<file path="src/rtl/pipe_pkg.sv">
// Shared definitions for the pipeline stage buffer: default widths,
// control-field layout and the zero-control bubble constant.
package pipe_pkg;

  // Default payload, control and bubble-counter widths
  localparam int unsigned DATA_W_DEF = 133;
  localparam int unsigned CTRL_W_DEF = 10;
  localparam int unsigned CNT_W_DEF  = 16;

  // Control-field bit positions (LSB first)
  localparam int unsigned CTRL_MEM_RD_BIT  = 0;
  localparam int unsigned CTRL_MEM_WR_BIT  = 1;
  localparam int unsigned CTRL_REG_WR_BIT  = 2;
  localparam int unsigned CTRL_ALU_OP_LSB  = 3;
  localparam int unsigned CTRL_ALU_OP_W    = 4;
  localparam int unsigned CTRL_ALU_SRC_BIT = 7;
  localparam int unsigned CTRL_BRANCH_BIT  = 8;
  localparam int unsigned CTRL_JUMP_BIT    = 9;

  // Packed view of the control field, matching the bit positions above
  typedef struct packed {
    logic       jump;
    logic       branch;
    logic       alu_src;
    logic [3:0] alu_op;
    logic       reg_wr;
    logic       mem_wr;
    logic       mem_rd;
  } ctrl_t;

  // A bubble carries no side effects: every control bit is zero
  localparam ctrl_t CTRL_BUBBLE = '0;

  // Buffer fill level encoding
  typedef enum logic [1:0] {
    OCC_EMPTY = 2'd0,
    OCC_ONE   = 2'd1,
    OCC_TWO   = 2'd2
  } occ_e;

  // True when a control word would have any architectural side effect
  function automatic logic ctrl_has_effect(input ctrl_t c);
    return c.mem_wr | c.reg_wr | c.branch | c.jump | c.mem_rd;
  endfunction

endpackage

</file>
<file path="src/rtl/pipe_slot.sv">
// One storage slot of the stage buffer: valid flag, payload and control.
// Clear wins over load; clearing keeps the payload so data is stable on
// flush or when the slot drains.
module pipe_slot
  import pipe_pkg::*;
#(
  parameter int unsigned DATA_W = DATA_W_DEF,
  parameter int unsigned CTRL_W = CTRL_W_DEF
) (
  input  logic              clk,
  input  logic              rst_n,
  input  logic              i_load,
  input  logic              i_clr,
  input  logic [DATA_W-1:0] i_data,
  input  logic [CTRL_W-1:0] i_ctrl,
  output logic              o_valid,
  output logic [DATA_W-1:0] o_data,
  output logic [CTRL_W-1:0] o_ctrl
);

  logic              r_valid;
  logic [DATA_W-1:0] r_data;
  logic [CTRL_W-1:0] r_ctrl;

  // Valid flag: clear has priority over load
  always_ff @(posedge clk or negedge rst_n) begin
    if (!rst_n) begin
      r_valid <= 1'b0;
    end else if (i_clr) begin
      r_valid <= 1'b0;
    end else if (i_load) begin
      r_valid <= 1'b1;
    end
  end

  // Payload and control: written only on a load that is not cleared
  always_ff @(posedge clk or negedge rst_n) begin
    if (!rst_n) begin
      r_data <= '0;
      r_ctrl <= '0;
    end else if (i_load && !i_clr) begin
      r_data <= i_data;
      r_ctrl <= i_ctrl;
    end
  end

  assign o_valid = r_valid;
  assign o_data  = r_data;
  assign o_ctrl  = r_ctrl;

endmodule

</file>
<file path="src/rtl/pipe_stage_buffer.sv">
// Pipeline stage buffer with valid/ready handshake, stall hold, flush squash,
// gated bubble control and a saturating bubble counter.
// Build option: define PIPE_STAGE_SKID_EN for a two-entry (head + skid)
// buffer whose in_ready depends on registered state only.
module pipe_stage_buffer
  import pipe_pkg::*;
#(
  parameter int unsigned DATA_W = DATA_W_DEF,
  parameter int unsigned CTRL_W = CTRL_W_DEF,
  parameter int unsigned CNT_W  = CNT_W_DEF
) (
  input  logic              clk,
  input  logic              rst_n,
  input  logic              in_valid,
  output logic              in_ready,
  input  logic [DATA_W-1:0] in_data,
  input  logic [CTRL_W-1:0] in_ctrl,
  output logic              out_valid,
  input  logic              out_ready,
  output logic [DATA_W-1:0] out_data,
  output logic [CTRL_W-1:0] out_ctrl,
  input  logic              stall,
  input  logic              flush,
  output logic [1:0]        occupancy,
  output logic [CNT_W-1:0]  bubble_cnt
);

  logic              w_head_v;
  logic [DATA_W-1:0] w_head_data;
  logic [CTRL_W-1:0] w_head_ctrl;
  logic              w_head_load;
  logic              w_head_clr;
  logic [DATA_W-1:0] w_head_in_data;
  logic [CTRL_W-1:0] w_head_in_ctrl;
  logic              w_accept;
  logic              w_consume;
  logic [CNT_W-1:0]  r_bubble_cnt;

  // Handshake qualifiers; flush discards same-cycle input, stall blocks consume
  always_comb begin
    w_accept  = in_valid && in_ready && !flush;
    w_consume = w_head_v && out_ready && !stall;
  end

`ifdef PIPE_STAGE_SKID_EN

  logic              w_skid_v;
  logic [DATA_W-1:0] w_skid_data;
  logic [CTRL_W-1:0] w_skid_ctrl;
  logic              w_skid_load;
  logic              w_skid_clr;

  // Fill level from both slots
  always_comb begin
    occupancy = 2'(w_head_v) + 2'(w_skid_v);
  end

  // Ready from registered occupancy only; no out_ready path
  always_comb begin
    in_ready = rst_n && !stall && (occupancy != 2'(OCC_TWO));
  end

  // Head refills from skid on consume, otherwise from input; skid catches
  // an accept while the head is held
  always_comb begin
    w_head_load    = 1'b0;
    w_head_clr     = 1'b0;
    w_head_in_data = in_data;
    w_head_in_ctrl = in_ctrl;
    w_skid_load    = 1'b0;
    w_skid_clr     = 1'b0;
    if (flush) begin
      w_head_clr = 1'b1;
      w_skid_clr = 1'b1;
    end else if (w_consume) begin
      if (w_skid_v) begin
        w_head_load    = 1'b1;
        w_head_in_data = w_skid_data;
        w_head_in_ctrl = w_skid_ctrl;
        w_skid_clr     = 1'b1;
      end else if (w_accept) begin
        w_head_load = 1'b1;
      end else begin
        w_head_clr = 1'b1;
      end
    end else if (w_accept) begin
      if (w_head_v) begin
        w_skid_load = 1'b1;
      end else begin
        w_head_load = 1'b1;
      end
    end
  end

  pipe_slot #(
    .DATA_W(DATA_W),
    .CTRL_W(CTRL_W)
  ) u_skid_slot (
    .clk    (clk),
    .rst_n  (rst_n),
    .i_load (w_skid_load),
    .i_clr  (w_skid_clr),
    .i_data (in_data),
    .i_ctrl (in_ctrl),
    .o_valid(w_skid_v),
    .o_data (w_skid_data),
    .o_ctrl (w_skid_ctrl)
  );

`else

  // Single slot: fill level is the head valid flag
  always_comb begin
    occupancy = {1'b0, w_head_v};
  end

  // Ready when not stalled and the head is empty or leaving this cycle
  always_comb begin
    in_ready = rst_n && !stall && (!w_head_v || out_ready);
  end

  // Accept overwrites the head (also when it is consumed in the same cycle)
  always_comb begin
    w_head_load    = 1'b0;
    w_head_clr     = 1'b0;
    w_head_in_data = in_data;
    w_head_in_ctrl = in_ctrl;
    if (flush) begin
      w_head_clr = 1'b1;
    end else if (w_accept) begin
      w_head_load = 1'b1;
    end else if (w_consume) begin
      w_head_clr = 1'b1;
    end
  end

`endif

  pipe_slot #(
    .DATA_W(DATA_W),
    .CTRL_W(CTRL_W)
  ) u_head_slot (
    .clk    (clk),
    .rst_n  (rst_n),
    .i_load (w_head_load),
    .i_clr  (w_head_clr),
    .i_data (w_head_in_data),
    .i_ctrl (w_head_in_ctrl),
    .o_valid(w_head_v),
    .o_data (w_head_data),
    .o_ctrl (w_head_ctrl)
  );

  // Head presentation; control is forced to the bubble value when empty
  always_comb begin
    out_valid = w_head_v;
    out_data  = w_head_data;
    out_ctrl  = w_head_v ? w_head_ctrl : CTRL_W'(CTRL_BUBBLE);
  end

  // Saturating count of cycles where downstream was ready but starved
  always_ff @(posedge clk or negedge rst_n) begin
    if (!rst_n) begin
      r_bubble_cnt <= '0;
    end else if (out_ready && !w_head_v && (r_bubble_cnt != {CNT_W{1'b1}})) begin
      r_bubble_cnt <= r_bubble_cnt + CNT_W'(1);
    end
  end

  assign bubble_cnt = r_bubble_cnt;

endmodule

</file>
<file path="config.mk">
export PLATFORM = sky130hd
export DESIGN_NAME = pipe_stage_buffer
export DESIGN_NICKNAME = d
export VERILOG_FILES = /design/src/rtl/pipe_pkg.sv /design/src/rtl/pipe_slot.sv /design/src/rtl/pipe_stage_buffer.sv
export SDC_FILE = /design/constraint.sdc
export NUM_CORES = 1
export LEC_CHECK = 0
export CORE_MARGIN = 2
export CORE_UTILIZATION = 34
export DETAILED_ROUTE_END_ITERATION = 8
export HOLD_SLACK_MARGIN = 0.05
export PLACE_DENSITY = 0.66
export SLEW_MARGIN = 20
export SYNTH_ARGS = -nofsm -noshare
export SYNTH_HDL_FRONTEND = slang
export SYNTH_SLANG_ARGS = --single-unit
</file>
<file path="constraint.sdc">
create_clock -name clk -period 4.1 [get_ports clk]
set_input_delay 0.41 -clock clk [delete_from_list [all_inputs] [get_ports clk]]
set_output_delay 0.41 -clock clk [all_outputs]
set_load 0.05 [all_outputs]
</file>
==> flow_summary.ini, run 1 <==
[status]
status = complete, no violations

[floorplan]
io_pins = 312
die_w_um = 143
die-height_um = 143
core_area_um2 = 18800
die_area_um2 = 20400
rows = 50
initial_utilization = 0.349

[logic_synthesis]
yosys_register_bits = 160
synth_edf_count = 0
synth_fp_nets = 547
async_flop_share = 1.00
syn-cell-area_um2 = 6570
synth.avg_cell_area_um2 = 16.5
synth_seq_area_share = 0.610
synthCells = 397
yosysWarnings = 0
yosysUniqueCellTypes = 32
ys.flop_type = dfrtp_1

[sta]
post-route-period-util = 0.669
timing.final.ws_setup_ps = 1360
grt_setup_unrepaired = false
fin_hold_ws_ps = 410
hold_violations = 0
fin_crit_ps = 2740
tns_ps = 0
setup_violations = 0
worstMarginPinSlew_ps = 732
max_slew_margin = 0.512
finalMaxSlewViolations = 0
fin_skew_ps = 9.12
timing.fmax_ghz = 0.365

[global_routing]
grt_max_degree = 79
grt_pass1_wl_um = 26900
grt_overflow = 0
grt_use_total = 0.172
antenna_found_initial = 0
grt_pass1_vias = 4911

[critical_path]
arrival_ps = 2330
critPathRequiredTime_ps = 3690
critPathMaxFanout = 31
critPathLaunchType = input pin
endpoint_kind = output port
worst-setup-path-type = in -> out

[drt]
vias_per_cell = 4.55
drt_wl_total_um = 17600
ant_nets = 0
first_pass_iters = 4
drc = 0
wl_per_cell_um = 17.8
drt-initial-drc-count = 149
vias = 4498

[clock_tree]
clk_latency_ps = 420
cts_root_buf = clkbuf_16
cts_tree = yes
cts.htree.levels = 4
post_cts_resized = 0
clkSinkCount = 160
clk_pin_slew_ps = 70
clk_path_buf_depth = 2
numCtsBuffers = 17

[power]
switching_share = 0.400
comb_power_share = 0.420
ir_drop_mv = 0.313
powerDensity_nw_per_um2 = 627
intPower_mw = 3.93
pwr-share-seq = 0.339
p_clk_frac = 0.241
switching_power_mw = 2.62
total_power_mw = 6.56
leakage_nw = 4.37

[layout]
nets = 866
final_common_cell = clkdlybuf4s50_1
final_cell_mix = 309 x clkdlybuf4s50_1, 160 x dfrtp_1, 84 x mux2_2, 59 x mux2_4, 17 x clkbuf_16
antenna_cells = 0
stdcell_count = 989
area_growth_pct = 59.3
drive_gt1_frac = 0.258

[job]
maxCapViolCount = 0

[placed_design]
gp_congestion = 0.839
placed_cells = 956
port_buffers = 310
dp.final_hpwl_um = 12900
pre_cts_slack_ps = 1250

[min_path]
hold_path_class = in -> async
## worst max-delay path, stage by stage
cell and delay, ps:
dlygate4sd3_1 540, buf_6 270, nor3b_2 260, clkdlybuf4s50_1 840
## layout make-up
| cell class | instances | area [um^2] |
|---|---|---|
| fill | 1509 | 8370 |
| sequential | 160 | 4000 |
| timing repair buffer | 321 | 3220 |
| multi-input combinational | 214 | 2320 |
| clock buffer | 18 | 429 |
| tap | 260 | 325 |
| clock inverter | 14 | 156 |
| inverter | 2 | 7.51 |
## repair_timing
action,in CTS,in global routing
endpoints found under the hold margin,29,0
buffers inserted,0,0
hold buffers,1,0
## layer usage
| metal | part of all wire | global-route usage | vias up |
|---|---|---|---|
| li1 | - | - | 2035 |
| met1 | 0.38 | 0.193 | 2252 |
| met2 | 0.51 | 0.297 | 200 |
| met3 | 0.098 | 0.0805 | 11 |
| met4 | 0.0085 | 0.0401 | 0 |
| met5 | 0 | 0 | - |
## final timing paths
kind                                          from                       to  slack (ps)  depth (start not counted)
min reg2reg                u_head_slot.o_data[130]  u_head_slot.o_data[130]         500                          1
max reg2reg                    u_head_slot.o_valid   u_head_slot.o_data[72]        1580                          5
min in group clk           u_head_slot.o_data[130]  u_head_slot.o_data[130]         500                          1
max in group asynchronous                    rst_n  u_head_slot.o_data[110]        2000                          4
max                                          rst_n                 in_ready        1360                          4
min                                          rst_n   u_head_slot.o_data[41]         410                          2
## cells in the mapped netlist (all sizes together) (3+ instances only)
cell type | number | share of area
and2 | 10 | 0.0095
dfrtp | 160 | 0.61
nand4 | 8 | 0.0076
mux2 | 144 | 0.28
nor4 | 6 | 0.0057
nor3b | 3 | 0.0042
xnor2 | 4 | 0.0053
nand2 | 4 | 0.0023
nor3 | 5 | 0.0038
nand3 | 6 | 0.0046
xor2 | 10 | 0.013
buf | 19 | 0.035
## through the flow
stage | area, um^2 | util
after CTS | 10500 | 0.555
final | 10500 | 0.556
after global routing | 10500 | 0.556
after floorplan | 6570 | -
after global placement | 9860 | 0.524
after detailed placement | 9860 | 0.524
## logic make-up after synthesis
| family | share of synthesized area |
|---|---|
| mux | 0.281 |
| compound gates | 0.00248 |
| xor+xnor | 0.0187 |
| other cells | 0.000571 |
| buf+inv | 0.0375 |
| fa+ha+maj | 0.00190 |
| simple gates | 0.0488 |
| flops | 0.610 |
## power by group through the flow
stage          logic, mW  registers (mW)  clock network, mW
2_1_floorplan      0.490            3.45                  0
3_3_place_gp        2.74            2.23                  0
3_5_place_dp        2.77            2.24                  0
4_1_cts             2.78            2.23               1.63
5_1_grt             2.86            2.28               1.70
6_report            2.75            2.22               1.58
## state kept, by name (all words and copies together) (netlist names)
signal,count
bubble_cnt,16
u_head_slot.o_valid,1
u_head_slot.o_ctrl,10
u_head_slot.o_data,133
No activity file was read; power rests on OpenSTA's default activity.
==> inputs of run 2 (changes only) <==
==> constraint.sdc (replaced) <==
create_clock -name clk -period 2.6 [get_ports clk]
set_input_delay 0.26 -clock clk [delete_from_list [all_inputs] [get_ports clk]]
set_output_delay 0.26 -clock clk [all_outputs]
set_load 0.05 [all_outputs]
==> run 2 against run 1 <==
Cell area about the same. Via count increased by 0.33%. Combinational power increased by 58%. Largest power group unchanged. Highest routed layer unchanged. Worst hold slack improved by 37 ps. Sequential cell count unchanged. First-iteration DRC count increased by 44%.
==> flow_summary.ini, run 2 (same netlist as run 1, synthesis figures left out) <==
[status]
status = complete, no violations

[layout]
finish.utilization = 0.556
largest_reg_flops = 133
final_common_cell = clkdlybuf4s50_1
drive_gt1_frac = 0.258
antenna_cells = 0
nets = 865
area_growth_pct = 59.4
final_area_um2 = 10500
final_cell_mix = 308 x clkdlybuf4s50_1, 160 x dfrtp_1, 84 x mux2_2, 59 x mux2_4, 17 x clkbuf_16

[clock_tree]
cts.htree.levels = 4
clk_pin_slew_ps = 70
cts_tree = yes
post_cts_resized = 0
clk_path_buf_depth = 2
numCtsBuffers = 17
clk_latency_ps = 420
cts_root_buf = clkbuf_16
clkSinkCount = 160

[global_routing]
antenna_found_initial = 0
grt-busiest-layer = met2
use_met3 = 0.0674
grt_max_degree = 161
grt_pass1_wl_um = 26600
grt_overflow = 0
grtUsageMet1 = 0.202
grt_pass1_vias = 4812
grt_use_total = 0.169
use_met2 = 0.269

[placed_design]
gp_congestion = 0.805
dpl_cell_area_um2 = 9880
dp.final_hpwl_um = 12300
port_buffers = 310

[floorplan]
core_area_um2 = 18800
rows = 50
die_w_um = 143
initial_utilization = 0.349
io_pins = 312
die-height_um = 143
die_area_um2 = 20400

[critical_path]
worst-setup-path-type = reg -> out
critPathLaunchType = flop
endpoint_kind = output port
arrival_ps = 1940
critPathRequiredTime_ps = 2340
critPathMaxFanout = 14

[sta]
setup_violations = 0
hold_violations = 0
fin_skew_ps = 9.81
post-route-period-util = 0.845
fin_hold_ws_ps = 448
fin_crit_ps = 2200
grt_setup_unrepaired = false
finalMaxSlewViolations = 0
timing.fmax_ghz = 0.455
tns_ps = 0
worstMarginPinSlew_ps = 837
max_slew_margin = 0.442

[drt]
drt_wl_total_um = 17200
first_pass_iters = 4
ant_nets = 0
vias = 4513
drt-initial-drc-count = 214
wl_per_cell_um = 17.4
vias_per_cell = 4.57
drc = 0

[power]
ir_drop_mv = 0.626
powerDensity_nw_per_um2 = 984
leakage_nw = 4.37

[job]
maxCapViolCount = 0

[min_path]
hold_path_class = in -> reg
==> run 2: cell count changes in the layout (fill, tap and decap cells not counted), sizes merged <==
cell           delta
clkinv            -3
clkbuf            +2
bufinv            -1
clkdlybuf4s50     -1
clkinvlp          +1
inv               +1
==> run 2: stage by stage <==
| stage | setup WS (ps) | total power, mW | cells |
|---|---|---|---|
| CTS | 362 | 10.4 | 988 |
| global placement | 322 | 7.83 | 955 |
| detailed placement | 254 | 7.89 | 955 |
| finish | 404 | 10.3 | 988 |
| global route | 317 | 10.7 | 988 |
| floorplan | 29.1 | 6.22 | 397 |
==> run 2: path summary, 6_finish.rpt <==
check,start,cells past startpoint,end,slack (ps)
setup / recovery,u_head_slot.o_valid,3,out_ctrl[8],400
hold / removal,in_data[68],2,u_head_slot.o_data[68],450
setup reg to reg,u_head_slot.o_valid,5,u_head_slot.o_data[6],630
hold reg to reg,u_head_slot.o_ctrl[0],1,u_head_slot.o_ctrl[0],500
max in group asynchronous,rst_n,3,u_head_slot.o_data[25],1420
min in group asynchronous,rst_n,3,u_head_slot.o_data[46],600
==> run 2: critical path, cell delays in order, from the launching register on <==
cell and delay (ps):
dfrtp_1 350, buf_4 190, and2_1 140, clkdlybuf4s50_1 840
==> run 2: timing repair <==
action / in CTS / in global routing
endpoints found under the hold margin: 13 / 0
hold buffers: 1 / 0
endpoints found under the setup margin: 0 / 0
setup buffers: 0 / 0
==> run 2: cell type report <==
class / count / area (um^2)
tap: 260 / 325
sequential: 160 / 4000
clock inverter: 12 / 124
timing repair buffer: 320 / 3230
fill: 1499 / 8360
inverter: 2 / 7.51
multi-input combinational: 214 / 2320
clock buffer: 20 / 457
==> run 2: per-layer routing <==
| metal | routed length [um] | vias up |
|---|---|---|
| li1 | - | 2031 |
| met1 | 6780 | 2224 |
| met2 | 8290 | 221 |
| met3 | 1640 | 37 |
| met4 | 478 | 0 |
| met5 | 0 | - |
==> run 2: report_power, final <==
group / total, mW / internal (mW) / leakage, nW / switching [mW]
combinational: 4.34 / 1.69 / 2.17 / 2.64
clock: 2.46 / 1.39 / 0.272 / 1.07
sequential: 3.50 / 3.08 / 1.93 / 0.420
